<file path="config.mk">
export PLATFORM = sky130hd
export DESIGN_NAME = note_key_conditioner
export DESIGN_NICKNAME = d
export VERILOG_FILES = /design/src/rtl/note_key_conditioner.sv
export SDC_FILE = /design/constraint.sdc
export NUM_CORES = 1
export LEC_CHECK = 0
export CORE_UTILIZATION = 50
export DETAILED_ROUTE_END_ITERATION = 12
export PLACE_DENSITY = 0.7
export SYNTH_ARGS = -nofsm -noshare
export SYNTH_HDL_FRONTEND = slang
export SYNTH_SLANG_ARGS = --single-unit
</file>
<file path="constraint.sdc">
create_clock -name clk -period 2.4 [get_ports clk]
set_input_delay 0.48 -clock clk [delete_from_list [all_inputs] [get_ports clk]]
set_output_delay 0.48 -clock clk [all_outputs]
set_load 0.1 [all_outputs]
</file>
<file path="src/rtl/note_key_conditioner.sv">
// Key front end: 2-flop sync, per-key debounce, priority resolve and press/hold/release FSM.
// Optional KEY_LEGATO_EN: switch notes directly while held instead of enforcing a release gap.
module note_key_conditioner #(
    parameter int DEBOUNCE_CYCLES = 500000,
    parameter int RELEASE_CYCLES  = 250000
) (
    input  logic       clk,
    input  logic       rst_n,
    input  logic [7:0] key_raw,
    output logic [7:0] note,
    output logic       play,
    output logic       note_strobe,
    output logic [7:0] key_stable
);

    localparam int DBW = $clog2(DEBOUNCE_CYCLES);
    localparam int RLW = (RELEASE_CYCLES > 1) ? $clog2(RELEASE_CYCLES) : 1;
    localparam logic [DBW-1:0] DB_LAST = DBW'(DEBOUNCE_CYCLES - 1);
    localparam logic [RLW-1:0] GAP_LOAD = RLW'(RELEASE_CYCLES - 1);

    typedef enum logic [1:0] {
        IDLE,
        HELD,
        RELEASE
    } state_t;

    logic [7:0]     syncMeta_q;
    logic [7:0]     keySync_q;
    logic [DBW-1:0] dbCount_q [8];
    logic [DBW-1:0] dbCount_d [8];
    logic [7:0]     keyStable_q;
    logic [7:0]     keyStable_d;
    logic [7:0]     sel;
    state_t         state_q;
    logic [7:0]     note_q;
    logic           play_q;
    logic           strobe_q;
    logic [RLW-1:0] gap_q;

    always_ff @(posedge clk or negedge rst_n) begin
        if (!rst_n) begin
            syncMeta_q <= '0;
            keySync_q  <= '0;
        end else begin
            syncMeta_q <= key_raw;
            keySync_q  <= syncMeta_q;
        end
    end

    // A key only flips after DEBOUNCE_CYCLES consecutive differing samples; any bounce restarts the count.
    always_comb begin
        keyStable_d = keyStable_q;
        for (int i = 0; i < 8; i++) begin
            dbCount_d[i] = '0;
            if (keySync_q[i] != keyStable_q[i]) begin
                if (dbCount_q[i] == DB_LAST) begin
                    keyStable_d[i] = ~keyStable_q[i];
                end else begin
                    dbCount_d[i] = dbCount_q[i] + 1'b1;
                end
            end
        end
    end

    always_ff @(posedge clk or negedge rst_n) begin
        if (!rst_n) begin
            keyStable_q <= '0;
            for (int i = 0; i < 8; i++) begin
                dbCount_q[i] <= '0;
            end
        end else begin
            keyStable_q <= keyStable_d;
            for (int i = 0; i < 8; i++) begin
                dbCount_q[i] <= dbCount_d[i];
            end
        end
    end

    always_comb begin
        sel = '0;
        for (int i = 0; i < 8; i++) begin
            if (keyStable_q[i]) begin
                sel = 8'b1 << i;
            end
        end
    end

    always_ff @(posedge clk or negedge rst_n) begin
        if (!rst_n) begin
            state_q  <= IDLE;
            note_q   <= '0;
            play_q   <= 1'b0;
            strobe_q <= 1'b0;
            gap_q    <= '0;
        end else begin
            strobe_q <= 1'b0;
            case (state_q)
                IDLE: begin
                    if (sel != '0) begin
                        note_q   <= sel;
                        play_q   <= 1'b1;
                        strobe_q <= 1'b1;
                        state_q  <= HELD;
                    end
                end
                HELD: begin
`ifdef KEY_LEGATO_EN
                    if (sel == '0) begin
                        note_q  <= '0;
                        play_q  <= 1'b0;
                        gap_q   <= GAP_LOAD;
                        state_q <= RELEASE;
                    end else if (sel != note_q && !strobe_q) begin
                        // Holding off one cycle after a strobe keeps strobes from running back to back.
                        note_q   <= sel;
                        strobe_q <= 1'b1;
                    end
`else
                    if ((keyStable_q & note_q) == '0) begin
                        note_q  <= '0;
                        play_q  <= 1'b0;
                        gap_q   <= GAP_LOAD;
                        state_q <= RELEASE;
                    end
`endif
                end
                RELEASE: begin
                    if (gap_q == '0) begin
                        state_q <= IDLE;
                    end else begin
                        gap_q <= gap_q - 1'b1;
                    end
                end
                default: state_q <= IDLE;
            endcase
        end
    end

    assign note        = note_q;
    assign play        = play_q;
    assign note_strobe = strobe_q;
    assign key_stable  = keyStable_q;

endmodule

</file>
==> flow_metrics.py <==
metrics = {
    "outcome": {
        "status": "finished clean",
    },
    "setup_path": {
        "critPathKind": "reg2reg",
        "arrival_ns": 2.72,
        "required_ns": 2.82,
        "cpMostUsedCell": "or4_4",
        "cp-start-kind": "flip-flop",
        "end_kind": "flip-flop",
        "critPathMaxFanout": 7,
        "path_cells": "or4_4 -> or4_4 -> buf_4 -> or4_1 -> a21oi_1",
        "cp_top_family": "simple AND/OR/NAND/NOR gates",
        "cpPeakStageDelay_ns": 0.57,
        "path_buf_inv": 1,
        "cp_slowest_cell": "or4_4",
    },
    "yosys": {
        "synth_top_family_by_area": "simple AND/OR/NAND/NOR gates",
        "ys_seq_area_frac": 0.5172,
        "synth-simple-area-share": 0.2644,
        "synth_top_area_cell": "dfrtp_1",
        "synth_seq_cells": 206,
        "synth_most_common_cell": "dfrtp_1",
        "synth.top_cells.by_area": "dfrtp_1, xnor2_1, nor2_1",
        "yosysWarnings": 0,
        "synth.top_cell.area_share": 0.5172,
        "syn-mean-instance-area_sq_um": 10.09,
        "syn_nets": 1008,
        "synth-edff-count": 0,
        "synth.distinct_cells": 53,
        "muxShareOfSynthArea": 0.01205,
        "synth-xor-area-share": 0.09578,
        "synth_ff_type": "dfrtp_1",
        "synth_area_sq_um": 9967,
        "yosys.area_share.adder": 0.01255,
        "syn_inst": 988,
        "synth_commonest_cells": "dfrtp_1, nor2_1, xnor2_1",
        "synth_compound_gate_area_share": 0.07821,
        "async_reset_ff_frac": 1.000,
    },
    "global_routing": {
        "grt_antenna_before_repair": 0,
        "grtUsageTotal": 0.2008,
        "grt_pass1_wl_microns": 33710,
        "grt_pass1_vias": 7179,
        "grt_start_max_net_pins": 65,
        "grt-ovfl-total": 0,
    },
    "power": {
        "comb_power_share": 0.031,
        "ir_worst_vdd_uv": 723.0,
        "clkPwrFrac": 0.489,
        "switching_power_mw": 1.560,
        "p_leak_nw": 4.813,
        "power_mw": 7.417,
        "intPower_mw": 5.857,
        "p_seq_frac": 0.480,
        "netSwitchingFraction": 0.2103,
        "power_density_nw_per_um2": 642.1,
    },
    "clocking": {
        "cts-root-buf": "clkbuf_16",
        "cts_made_buffers": 23,
        "clockBufferDepth": 3,
        "cts_sinks": 206,
        "cts_tree": "built",
        "cts.reportedPaths.clkPinSlew_ns": 0.06,
        "clk_latency_ns": 0.51,
        "htreeDepth": 1,
    },
    "sta": {
        "fin_ws_ns": 0.09606,
        "skew_ns": 0.01638,
        "setup_viol": 0,
        "finalCritPeriodShare": 0.9600,
        "tns_ns": 0,
        "max_slew_margin": 0.5968,
        "holdWs_ns": 0.3458,
        "hold_viol": 0,
        "final_max_slew_viol_count": 0,
        "worst_pin_slew_ns": 0.5993,
        "period_needed_ns": 2.304,
        "fmax_mhz": 434.0,
        "rsz0062_at_grt": "no",
    },
    "detailed_routing": {
        "first_iter_violations": 347,
        "drcViolationCount": 0,
        "detail-route-antenna-nets": 0,
        "first_pass_iters": 5,
        "wl_per_cell_microns": 14.70,
        "via_per_inst": 5.618,
        "wl_microns": 19560,
        "dr_total_vias": 7472,
    },
    "die": {
        "std_cell_rows": 51,
        "die_w_microns": 143.2,
        "coreArea_sq_um": 19530,
        "die_y_microns": 143.2,
        "dieArea_sq_um": 20500,
        "ios": 28,
        "initial_core_util": 0.5104,
    },
    "final_layout": {
        "fin_nets": 1070,
        "area_growth_pct": 15.89,
        "diodes": 0,
        "nFillCells": 1701,
        "drive_gt1_frac": 0.1249,
        "design_area_sq_um": 11550,
    },
    "placed_design": {
        "place.gp.congestion": 0.8466,
        "hpwl_microns": 13320,
        "dp_slack_ns": 0.07798,
        "io_buffers": 27,
        "place_area_sq_um": 10720,
    },
    "hold_path": {
        "min_path_type": "reg2reg",
    },
    "job": {
        "maxCapViolCount": 0,
    },
}
## sequential cells by signal (all words and copies together), names as in the netlist
register     count
state_q          2
gap_q           18
note             8
keySync_q        8
play             1
dbCount_q      152
syncMeta_q       8
note_strobe      1
key_stable       8
## layer usage
| layer | track usage | part of all wire | wire length [microns] |
|---|---|---|---|
| met1 | 0.2717 | 0.47 | 9157 |
| met2 | 0.3335 | 0.48 | 9333 |
| met3 | 0.03320 | 0.032 | 621 |
| met4 | 0.05433 | 0.023 | 443 |
| met5 | 0 | 0 | 0 |
## repair_timing
item / in CTS / in global routing
setup endpoints to repair: 0 / 4
endpoints found under the hold margin: 60 / 0
hold buffers: 1 / 0
buffers inserted: 0 / 3
resized for setup: 0 / 2
## power groups by stage
stage / Clock, mW / Combinational (mW) / Sequential (mW)
finish: 3.63 / 0.231 / 3.56
global route: 3.85 / 0.270 / 3.57
CTS: 3.73 / 0.240 / 3.56
detailed placement: 0 / 0.235 / 3.62
global placement: 0 / 0.234 / 3.62
floorplan: 0 / 0.0968 / 3.62
## metrics by stage
| stage | cells | utilization |
|---|---|---|
| floorplan | 988 | - |
| global placement | 1286 | 0.5488 |
| detailed placement | 1286 | 0.5488 |
| CTS | 1327 | 0.5899 |
| global route | 1330 | 0.5916 |
| finish | 1330 | 0.5916 |
## placed cells by master (no fill, tap or decap), types with 3 or more instances in the layout
| cell type | Yosys | final |
|---|---|---|
| xor2_1 | 51 | 51 |
| nor2_1 | 129 | 129 |
| buf_12 | 0 | 4 |
| a32o_1 | 6 | 6 |
| a21oi_1 | 46 | 46 |
| o21ai_0 | 26 | 26 |
| and3_1 | 4 | 4 |
| clkinv_2 | 0 | 5 |
| bufinv_16 | 0 | 3 |
| buf_4 | 2 | 51 |
| o21ai_2 | 5 | 5 |
| or2_2 | 11 | 11 |
| and4_1 | 21 | 21 |
| nand4_1 | 41 | 41 |
| or4b_1 | 4 | 4 |
| mux2_2 | 8 | 8 |
| a22oi_1 | 5 | 5 |
| nor3_1 | 16 | 16 |
| or4bb_1 | 5 | 5 |
| or3_1 | 30 | 30 |
| nand3_1 | 56 | 56 |
| dfrtp_1 | 206 | 206 |
| nand2_1 | 57 | 57 |
| or4_1 | 35 | 34 |
| clkdlybuf4s50_1 | 0 | 8 |
| o31ai_1 | 15 | 15 |
| nor4_1 | 37 | 36 |
| xnor2_1 | 58 | 58 |
| and2_1 | 15 | 15 |
| clkbuf_8 | 0 | 6 |
| o41ai_1 | 4 | 4 |
| or4b_2 | 7 | 7 |
| inv_1 | 21 | 21 |
| nor4b_1 | 3 | 3 |
| mux2i_1 | 3 | 3 |
| clkbuf_16 | 0 | 23 |
| ha_1 | 10 | 10 |
## cell families (layout without fill, tap and decap cells)
logic type      Yosys count  in the layout
simple gates            480            480
flops                   206            206
compound gates          123            123
xor+xnor                109            109
buf+inv                  49            126
mux                      11             11
fa+ha+maj                10             10
## final timing paths
kind | startpoint | end | slack (ns) | depth (start not counted)
setup / recovery | gap_q[7] | gap_q[11] | 0.1 | 5
hold / removal | syncMeta_q[1] | keySync_q[1] | 0.35 | 0
setup reg to reg | gap_q[7] | gap_q[11] | 0.1 | 5
hold reg to reg | syncMeta_q[1] | keySync_q[1] | 0.35 | 0
max in group asynchronous | rst_n | dbCount_q[2] | 1.27 | 3
min in group asynchronous | rst_n | dbCount_q[62] | 0.53 | 2
## area by class of cell
cell class | count | area (sq um) | share of cell area
multi-input combinational | 733 | 4624 | 0.4003
sequential | 206 | 5155 | 0.4463
tap | 265 | 331.6 | 0.02870
clock inverter | 10 | 131.4 | 0.01137
timing repair buffer | 65 | 568.0 | 0.04918
clock buffer | 30 | 661.9 | 0.05730
inverter | 21 | 78.83 | 0.006824
Power figures use the tool's default switching activity.
